$ cat src/rtl/alu_pkg.sv
// ============================================================================
// alu_pkg : opcodes shared with the ALU, writeback state encoding, defaults
// Revision: 1.0
// ============================================================================
`default_nettype none

package alu_pkg;

  localparam int DATA_W_DEF    = 32;
  localparam int REG_SEL_W_DEF = 4;

  localparam logic [4:0] OP_ADD  = 5'b00011;
  localparam logic [4:0] OP_SUB  = 5'b00100;
  localparam logic [4:0] OP_AND  = 5'b00101;
  localparam logic [4:0] OP_OR   = 5'b00110;
  localparam logic [4:0] OP_SHR  = 5'b00111;
  localparam logic [4:0] OP_SHRA = 5'b01000;
  localparam logic [4:0] OP_SHL  = 5'b01001;
  localparam logic [4:0] OP_ROR  = 5'b01010;
  localparam logic [4:0] OP_ROL  = 5'b01011;
  localparam logic [4:0] OP_MUL  = 5'b01111;
  localparam logic [4:0] OP_DIV  = 5'b10000;
  localparam logic [4:0] OP_NEG  = 5'b10001;
  localparam logic [4:0] OP_NOT  = 5'b10010;

  typedef enum logic [2:0] {
    ST_IDLE     = 3'd0,
    ST_BEAT_LO  = 3'd1,
    ST_BEAT_HI  = 3'd2,
    ST_BEAT_GPR = 3'd3,
    ST_FIN      = 3'd4
  } zwb_state_e;

  // Mul/div produce a double-width result written to LO then HI.
  function automatic logic is_wide_op(input logic [4:0] op);
    return (op == OP_MUL) || (op == OP_DIV);
  endfunction

  function automatic logic is_gpr_op(input logic [4:0] op);
    logic hit;
    hit = 1'b0;
    case (op)
      OP_AND, OP_OR, OP_ADD, OP_SUB, OP_SHR, OP_SHRA,
      OP_SHL, OP_ROR, OP_ROL, OP_NEG, OP_NOT: hit = 1'b1;
      default:                                hit = 1'b0;
    endcase
    return hit;
  endfunction

endpackage

`default_nettype wire

$ cat src/rtl/z_writeback_unit_if.sv
// ============================================================================
// z_writeback_unit_if : ALU result handshake and register write-beat bus
// Revision: 1.0
// ============================================================================
`default_nettype none

interface z_writeback_unit_if #(
  parameter int DATA_W    = 32,
  parameter int REG_SEL_W = 4
);
  logic                   res_valid;
  logic                   res_ready;
  logic [4:0]             res_opcode;
  logic [2*DATA_W-1:0]    res_data;
  logic [REG_SEL_W-1:0]   res_dest;
  logic [DATA_W-1:0]      bus_data;
  logic                   bus_valid;
  logic                   bus_ready;
  logic                   wr_gpr;
  logic                   wr_lo;
  logic                   wr_hi;
  logic [REG_SEL_W-1:0]   wr_sel;

  // Environment side: ALU producer and register-file write ports.
  modport master (
    output res_valid, res_opcode, res_data, res_dest, bus_ready,
    input  res_ready, bus_data, bus_valid, wr_gpr, wr_lo, wr_hi, wr_sel
  );

  // Writeback unit side.
  modport slave (
    input  res_valid, res_opcode, res_data, res_dest, bus_ready,
    output res_ready, bus_data, bus_valid, wr_gpr, wr_lo, wr_hi, wr_sel
  );
endinterface

`default_nettype wire

$ cat src/rtl/zwb_flags.sv
// ============================================================================
// zwb_flags : zero/negative flags of an ALU result (full width for mul/div)
// Revision: 1.0
// ============================================================================
`default_nettype none

module zwb_flags #(
  parameter int DATA_W = 32
) (
  input  wire logic [2*DATA_W-1:0] data,
  input  wire logic                wide,
  output logic                     flag_z,
  output logic                     flag_n
);
  always_comb begin
    flag_z = 1'b0;
    flag_n = 1'b0;
    if (wide) begin
      flag_z = (data == '0);
      flag_n = data[2*DATA_W-1];
    end else begin
      flag_z = (data[DATA_W-1:0] == '0);
      flag_n = data[DATA_W-1];
    end
  end
endmodule

`default_nettype wire

$ cat src/rtl/z_writeback_unit.sv
// ============================================================================
// z_writeback_unit : captures an ALU result and writes it as LO/HI or GPR beats
// Optional flag outputs flag_z/flag_n under macro ZWB_FLAGS_EN. Revision: 1.0
// ============================================================================
`default_nettype none

module z_writeback_unit
  import alu_pkg::*;
#(
  parameter int DATA_W    = DATA_W_DEF,
  parameter int REG_SEL_W = REG_SEL_W_DEF
) (
  input  wire logic         clock,
  input  wire logic         clear,
  z_writeback_unit_if.slave zif,
  output logic              done,
  output logic              err
`ifdef ZWB_FLAGS_EN
  ,
  output logic              flag_z,
  output logic              flag_n
`endif
);

  zwb_state_e             state_q, state_d;
  logic [2*DATA_W-1:0]    cap_data_q, cap_data_d;
  logic [4:0]             cap_op_q, cap_op_d;
  logic [REG_SEL_W-1:0]   cap_dest_q, cap_dest_d;
  logic                   capture;

  assign capture = (state_q == ST_IDLE) && zif.res_valid;

`ifdef ZWB_FLAGS_EN
  logic flag_z_q, flag_z_d, flag_n_q, flag_n_d;
  logic new_z, new_n;

  // Flags are computed from the incoming result so they land with the capture.
  zwb_flags #(.DATA_W(DATA_W)) u_flags (
    .data   (zif.res_data),
    .wide   (is_wide_op(zif.res_opcode)),
    .flag_z (new_z),
    .flag_n (new_n)
  );

  always_comb begin
    flag_z_d = flag_z_q;
    flag_n_d = flag_n_q;
    if (capture) begin
      flag_z_d = new_z;
      flag_n_d = new_n;
    end
  end

  always_ff @(posedge clock) begin
    if (clear) begin
      flag_z_q <= 1'b0;
      flag_n_q <= 1'b0;
    end else begin
      flag_z_q <= flag_z_d;
      flag_n_q <= flag_n_d;
    end
  end

  assign flag_z = flag_z_q;
  assign flag_n = flag_n_q;
`endif

  always_comb begin
    state_d    = state_q;
    cap_data_d = cap_data_q;
    cap_op_d   = cap_op_q;
    cap_dest_d = cap_dest_q;
    case (state_q)
      ST_IDLE: begin
        if (capture) begin
          cap_data_d = zif.res_data;
          cap_op_d   = zif.res_opcode;
          cap_dest_d = zif.res_dest;
          if (is_wide_op(zif.res_opcode))     state_d = ST_BEAT_LO;
          else if (is_gpr_op(zif.res_opcode)) state_d = ST_BEAT_GPR;
          else                                state_d = ST_FIN;
        end
      end
      ST_BEAT_LO:  if (zif.bus_ready) state_d = ST_BEAT_HI;
      ST_BEAT_HI:  if (zif.bus_ready) state_d = ST_FIN;
      ST_BEAT_GPR: if (zif.bus_ready) state_d = ST_FIN;
      ST_FIN:      state_d = ST_IDLE;
      default:     state_d = ST_IDLE;
    endcase
  end

  always_ff @(posedge clock) begin
    if (clear) begin
      state_q    <= ST_IDLE;
      cap_data_q <= '0;
      cap_op_q   <= '0;
      cap_dest_q <= '0;
    end else begin
      state_q    <= state_d;
      cap_data_q <= cap_data_d;
      cap_op_q   <= cap_op_d;
      cap_dest_q <= cap_dest_d;
    end
  end

  // Outputs decode straight from registered state, so they hold during a stall.
  always_comb begin
    zif.res_ready = (state_q == ST_IDLE);
    zif.bus_valid = 1'b0;
    zif.wr_gpr    = 1'b0;
    zif.wr_lo     = 1'b0;
    zif.wr_hi     = 1'b0;
    zif.bus_data  = '0;
    zif.wr_sel    = cap_dest_q;
    done          = 1'b0;
    err           = 1'b0;
    case (state_q)
      ST_BEAT_LO: begin
        zif.bus_valid = 1'b1;
        zif.wr_lo     = 1'b1;
        zif.bus_data  = cap_data_q[DATA_W-1:0];
      end
      ST_BEAT_HI: begin
        zif.bus_valid = 1'b1;
        zif.wr_hi     = 1'b1;
        zif.bus_data  = cap_data_q[2*DATA_W-1:DATA_W];
      end
      ST_BEAT_GPR: begin
        zif.bus_valid = 1'b1;
        zif.wr_gpr    = 1'b1;
        zif.bus_data  = cap_data_q[DATA_W-1:0];
      end
      ST_FIN: begin
        done = 1'b1;
        err  = !is_wide_op(cap_op_q) && !is_gpr_op(cap_op_q);
      end
      default: ;
    endcase
  end

endmodule

`default_nettype wire

$ cat src/flat_wrapper.sv
// flat-port wrapper written by rule: the top's interface ports become plain ports
module z_writeback_unit_flat import alu_pkg::*;
#(
  parameter int DATA_W    = DATA_W_DEF,
  parameter int REG_SEL_W = REG_SEL_W_DEF
)
  (clock, clear, done, err, zif_res_valid, zif_res_opcode, zif_res_data, zif_res_dest, zif_bus_ready, zif_res_ready, zif_bus_data, zif_bus_valid, zif_wr_gpr, zif_wr_lo, zif_wr_hi, zif_wr_sel);
  z_writeback_unit_if #(.DATA_W(DATA_W), .REG_SEL_W(REG_SEL_W)) zif_i ();
  input  wire logic clock;
  input  wire logic clear;
  output logic done;
  output logic err;
  input wire logic [$bits(zif_i.res_valid)-1:0] zif_res_valid;
  input wire logic [$bits(zif_i.res_opcode)-1:0] zif_res_opcode;
  input wire logic [$bits(zif_i.res_data)-1:0] zif_res_data;
  input wire logic [$bits(zif_i.res_dest)-1:0] zif_res_dest;
  input wire logic [$bits(zif_i.bus_ready)-1:0] zif_bus_ready;
  output wire logic [$bits(zif_i.res_ready)-1:0] zif_res_ready;
  output wire logic [$bits(zif_i.bus_data)-1:0] zif_bus_data;
  output wire logic [$bits(zif_i.bus_valid)-1:0] zif_bus_valid;
  output wire logic [$bits(zif_i.wr_gpr)-1:0] zif_wr_gpr;
  output wire logic [$bits(zif_i.wr_lo)-1:0] zif_wr_lo;
  output wire logic [$bits(zif_i.wr_hi)-1:0] zif_wr_hi;
  output wire logic [$bits(zif_i.wr_sel)-1:0] zif_wr_sel;
  assign zif_i.res_valid = zif_res_valid;
  assign zif_i.res_opcode = zif_res_opcode;
  assign zif_i.res_data = zif_res_data;
  assign zif_i.res_dest = zif_res_dest;
  assign zif_i.bus_ready = zif_bus_ready;
  assign zif_res_ready = zif_i.res_ready;
  assign zif_bus_data = zif_i.bus_data;
  assign zif_bus_valid = zif_i.bus_valid;
  assign zif_wr_gpr = zif_i.wr_gpr;
  assign zif_wr_lo = zif_i.wr_lo;
  assign zif_wr_hi = zif_i.wr_hi;
  assign zif_wr_sel = zif_i.wr_sel;
  z_writeback_unit #(.DATA_W(DATA_W), .REG_SEL_W(REG_SEL_W)) u_core (.clock(clock), .clear(clear), .zif(zif_i), .done(done), .err(err));
endmodule
$ cat config.mk
export PLATFORM = sky130hd
export DESIGN_NAME = z_writeback_unit_flat
export DESIGN_NICKNAME = d
export VERILOG_FILES = /design/src/rtl/alu_pkg.sv /design/src/rtl/z_writeback_unit_if.sv /design/src/rtl/zwb_flags.sv /design/src/rtl/z_writeback_unit.sv /design/src/flat_wrapper.sv
export SDC_FILE = /design/constraint.sdc
export NUM_CORES = 1
export LEC_CHECK = 0
export BUFFER_PORTS_ARGS = -buffer_cell sky130_fd_sc_hd__buf_2
export CORE_MARGIN = 2
export CORE_UTILIZATION = 49
export CTS_BUF_LIST = sky130_fd_sc_hd__clkbuf_16
export DETAILED_ROUTE_END_ITERATION = 8
export GPL_TIMING_DRIVEN = 0
export HOLD_SLACK_MARGIN = 0.05
export PLACE_DENSITY_LB_ADDON = 0.25
export SLEW_MARGIN = 20
export SYNTH_ARGS = -nofsm -noshare
export SYNTH_HDL_FRONTEND = slang
export SYNTH_SLANG_ARGS = --single-unit
export TNS_END_PERCENT = 30
$ cat constraint.sdc
create_clock -name clock -period 3.2 [get_ports clock]
set_clock_uncertainty 0.15 [all_clocks]
set_input_delay 0.64 -clock clock [delete_from_list [all_inputs] [get_ports clock]]
set_output_delay 0.64 -clock clock [all_outputs]
set_load 0.005 [all_outputs]
# After elaboration in Yosys (flattened, before gate mapping)
# Memory sizes are Yosys's and may differ from the RTL's. A register that Yosys moved wholly into a read port is not among the register bits.
# Index checks and enable logic that the tools add are counted.
[totals]
rom_bits = 64
input_bits = 77
mem_count = 2
reg_bits = 76
wordCells = 48
[classes]
eq_ne = 11
reduce_logical = 12
muxes = 19
[mem_list]
columns = ["name", "depth", "width", "read_ports", "rd_clocked_by_memory_dff", "write_ports", "line", "rtl"]
rows = [
  ["(name not given)", 32, 1, 1, 1, 0, "alu_pkg.sv:42", "case (op)"],
  ["(name not given)", 32, 1, 1, 0, 0, "alu_pkg.sv:42", ""],
]
[op_table]
columns = ["operator", "count"]
rows = [
  ["one-hot mux 32 bit (2 select lines)", 1],
  ["2-to-1 mux 3 bit", 5],
  ["== test 5 x 4 -> 1 bit, second input constant", 2],
  ["== test 5 bit, second input constant", 2],
  ["2-to-1 mux 1 bit", 10],
  ["2-to-1 mux 5 bit", 2],
  ["one-hot mux 3 bit (3 select lines)", 1],
  ["== test 3 x 2 -> 1 bit, second input constant", 2],
  ["inequality test 2 x 1 -> 1 bit, second input constant", 2],
  ["OR reduction 2 bit", 2],
  ["== test 3 x 1 -> 1 bit, second input constant", 1],
  ["== test 3 bit, second input constant", 1],
  ["logical NOT 3 bit", 1],
  ["AND reduction 3 bit", 1],
  ["OR reduction 3 bit", 1],
  ["logical AND 1 bit", 2],
  ["logical NOT 1 bit", 2],
  ["logical OR 1 bit", 2],
  ["inequality test 2 bit, second input constant", 1],
  ["AND reduction 2 bit", 1],
]

# Logic depth before layout (Yosys ltp)
[depth]
depth_word = 9
mapped_depth = 10

# Worst setup path before layout
# Ideal clock, no wire load.
[synth_path]
path_type = "input to register"
start = "input zif_res_valid"
end = "register (tool-made name)"
t_arrival_ps = 2276
required_time_ps = 2919
path_stages = 9
slack_ps = 642
n_path_buf = 2
path_cell_list = "nor4b_4 -> buf_6 -> buf_2 -> nand2_1 -> a21oi_1 -> ha_1 -> and4b_1 -> o311ai_1 -> nand4_1"
[synth_lines]
columns = ["element", "line", "rtl"]
rows = [
  ["start, declared", "flat_wrapper.sv:13", "input wire logic [$bits(zif_i.res_valid)-1:0] zif_res_valid;"],
]

# Worst setup path after layout
[layout_path]
start = "register u_core.state_q[1]"
end = "output zif_bus_data[11]"
[layout_between]
elab_chain_len = 3
elab_cells_between_ends = 5
[layout_lines]
columns = ["element", "line", "rtl"]
rows = [
  ["start, declared", "z_writeback_unit.sv:25", "zwb_state_e state_q, state_d;"],
  ["start signal, assigned", "z_writeback_unit.sv:99", "state_q <= state_d;"],
  ["== test 3 x 2 -> 1 bit / == test 3 x 1 -> 1 bit (equally long branches)", "z_writeback_unit.sv:117", "case (state_q)"],
  ["OR reduction 2 bit (no source line)", "n/a", ""],
  ["one-hot mux 32 bit (2 select lines) (*)", "z_writeback_unit.sv:117", ""],
  ["end, declared", "flat_wrapper.sv:19", "output wire logic [$bits(zif_i.bus_data)-1:0] zif_bus_data;"],
]
# Mark *: on every way between the ends. The rest lies on a longest branch, timed or not.

==> results.md <==
- Outcome: finished clean
- Via/cell ratio: 5.266
- Mapped Area: 3252 µm²
- GRT met1 Usage: 30.87%
- Hold path startpoint: u_core.zif.wr_sel[1]
- Global-route wire length before repair: about 14000 µm
- I/O pin total: 120
- Net Sw Frac: 27.36%
- Worst r2r src: u_core.state_q[2]
- Top_reg_cell synth: dfxtp_1
- Reg clk slew, reported paths: 0.05 ns
- Crit path time final: approximately 3.0 ns
- Hold Crit Class: flip-flop to flip-flop
- Initial Util: ~51%
- Grt met3 use: 4.183%
- Final Hold Fails: 0
- WL per Instance: 14.22 µm
- Ys Warns: 0
- Pre-CTS worst setup slack: 0.2924 ns
- Setup TNS: 0 ns
- Dominant cell type by area after synthesis: dfxtp_1
- Final core utilization: 65.54%
- Port-buffer cells: 118
- Row count: 29
- DP Area: 3939 µm²
- Post-route ant nets: 0
- Hold Path Depth: 2
- Antenna cells: 0
- Slew Limit Fails: 0
- Core area: 6386 µm²
- WHS Endpoint: u_core.zif.wr_sel[1]
- CP Buf/Inv Count: 3
- Hold_ws: 0.3013 ns
- Area growth, synth to finish: 28.70%
- Chip width: between 80 and 90 µm
- Worst Path Arrival: approximately 2.2 ns
- Initial antenna violation count: 0
- Proportion of synthesized chip area in sequential cells: 47.40%
- R2R cell count: 10
- Flop pwr share: between 40% and 50%
- Cts hold-fix bufs: 0
- CP max stage delay: 0.50 ns
- Slowest cell on crit path: clkbuf_1
- Largest net degree at the start of global routing: 12
- Total number of vias: 3281
- Post-synth top area share: between 40% and 50%
- CP startpoint kind: flip-flop
- Clock power frac: between 30 and 40%
- Worst setup EP type: primary output
- Synth area leaders: dfxtp_1 47%, nand2_1 17%, a21oi_1 11%
- GP Congestion: between 0.8 and 0.9
- Reg-to-reg setup timing slack: 0.49 ns
- Max-cap violation count: 0
- Die area: ~7300 µm²
- Slew @ Worst Pin: about 0.56 ns
- Post-CTS Setup Inserts: 0
- Distinct cell type count after synthesis: 31
- CTS tree: yes
- Sw Pwr: 0.6429 mW
- Cell leakage power: 1.911 nW
- Final period utilization: 93.31%
- Most common cell in the netlist: nand2_1
- Met2 Track Usage GR: about 40%
- Fmax: 334.9 MHz
- Design area: 4185 µm²
- Gr ovfl total: 0
- Top Usage Layer GRT: met2
- FFs w/ async S/R, synth: 0%
- Seq cells post-synth: 77
- RSZ-0062 raised after global routing: no
- CTS H-tree lvls: 3
- Max Root-Sink Buffers: 2
- Setup CP Type: flip-flop to primary output
- Residual DRC count: 0
- Internal power: 1.707 mW
- CTS Sinks: 77
- Pwr Density: 561.5 nW/µm²
- Chip height: 85.47 µm
- Crit path depth: 5
- Post-synth EDFFs: 0
- Skew-Pair Late Insertion Delay: 0.32 ns
- Combinational power share: 17.1%
- Layout cells sized above 1: approximately a quarter
- Synth top cells by count: 145 x nand2_1, 77 x dfxtp_1, 73 x a21oi_1, 32 x a22o_1, 23 x clkbuf_1
- GRT Resource Usage Total: 24.00%
- Avg Cell Area, Syn: 7.855 µm²
- Final setup fails: 0
- CTS buffer count: 9
- VDD IR-drop max: 347.4 µV
- Slew HR: 62.57%
- Number of DRC markers in iteration 0: approximately 140
- Worst EP required: 2.41 ns
- Clock root buffer: clkbuf_16
- Final wirelength: 8860 µm
- Mapped Nets: just under 500
- 1st-pass router iterations: 4
- Nets: 623
- CP delay by family, top: buffers and inverters
- Post-CTS Resized: 0
- Vias in the first global route: between 3000 and 4000
- Post-DP HPWL: 6508 µm
- Final setup margin: 0.2141 ns
- CP cell instances: inv_1 -> nor3_2 -> clkbuf_1 -> a22o_1 -> buf_2
- Gate Count Post-Synth: 414
- Crit path max fanout: 10
layout make-up:
class,instances,area (µm²)
Inverter,4,15.01
Clock buffer,9,225.2
Multi-Input combinational cell,300,1553
Fill cell,567,2201
Clock inverter,5,21.27
Timing Repair Buffer,118,590.6
Buffer,33,142.6
Tap cell,77,96.34
Sequential cell,77,1541
registers in the layout (all words and copies together) (netlist names), named ones only:
name,cells
u_core.cap_data_q,64
u_core.cap_op_q,5
u_core.state_q,3
u_core.zif.wr_sel,4
layout by cell type, fill, tap and decap left out, drive strengths merged:
cell and n:
a21oi 73, a22o 32, a32o 1, and2 1, and4b 1, buf 128, clkbuf 32, clkinv 4
dfxtp 77, ha 3, inv 5, mux2i 5, nand2 145, nand2b 6, nand3 2, nand3b 3
nand4 1, nand4bb 1, nor2 10, nor2b 1, nor3 4, nor3b 1, nor4 1, nor4b 2
o21ai 3, o22ai 1, o311ai 1, o32ai 1, or4 1
worst min-delay path, stage by stage (launching register included):
cell	delay (ns)
dfxtp_1	0.30
nand2_1	0.05
a21oi_1	0.05
routing by layer:
metal	wire (µm)	part of all wire (%)
met5	0	0
met4	216	2.4
met3	556	6.3
met2	4084	46
met1	4002	45
cells by family (layout without fill, tap and decap cells):
family,after synthesis,count (layout),share of synthesized area [%]
simple gates,180,180,23.70
compound gates,112,112,21.35
flops,77,77,47.40
buf+inv,37,169,4.848
mux,5,5,1.539
fa+ha+maj,3,3,1.154
worst max-delay path by stage:
stage / to / start / slack (ns)
detailed placement: flip-flop / zif_res_valid / 0.29
floorplan: flip-flop / zif_res_valid / 0.64
CTS: zif_bus_data[11] / u_core.state_q[1] / 0.21
finish: zif_bus_data[11] / u_core.state_q[1] / 0.21
global route: zif_bus_data[6] / u_core.state_q[1] / 0.03
global placement: flip-flop / zif_res_valid / 0.36
stage by stage:
step / std cells / total power, mW
3_3_place_gp: 609 / 1.495
6_report: 623 / 2.350
5_1_grt: 623 / 2.453
4_1_cts: 623 / 2.359
2_1_floorplan: 414 / 1.351
3_5_place_dp: 609 / 1.509
power by group through the flow:
stage | sequential (mW) | combinational (mW) | clock, mW
6_report | 1.09 | 0.401 | 0.860
5_1_grt | 1.10 | 0.451 | 0.906
4_1_cts | 1.09 | 0.404 | 0.867
3_5_place_dp | 1.11 | 0.402 | 0
3_3_place_gp | 1.10 | 0.392 | 0
2_1_floorplan | 1.10 | 0.254 | 0
Power figures use the tool's default switching activity.
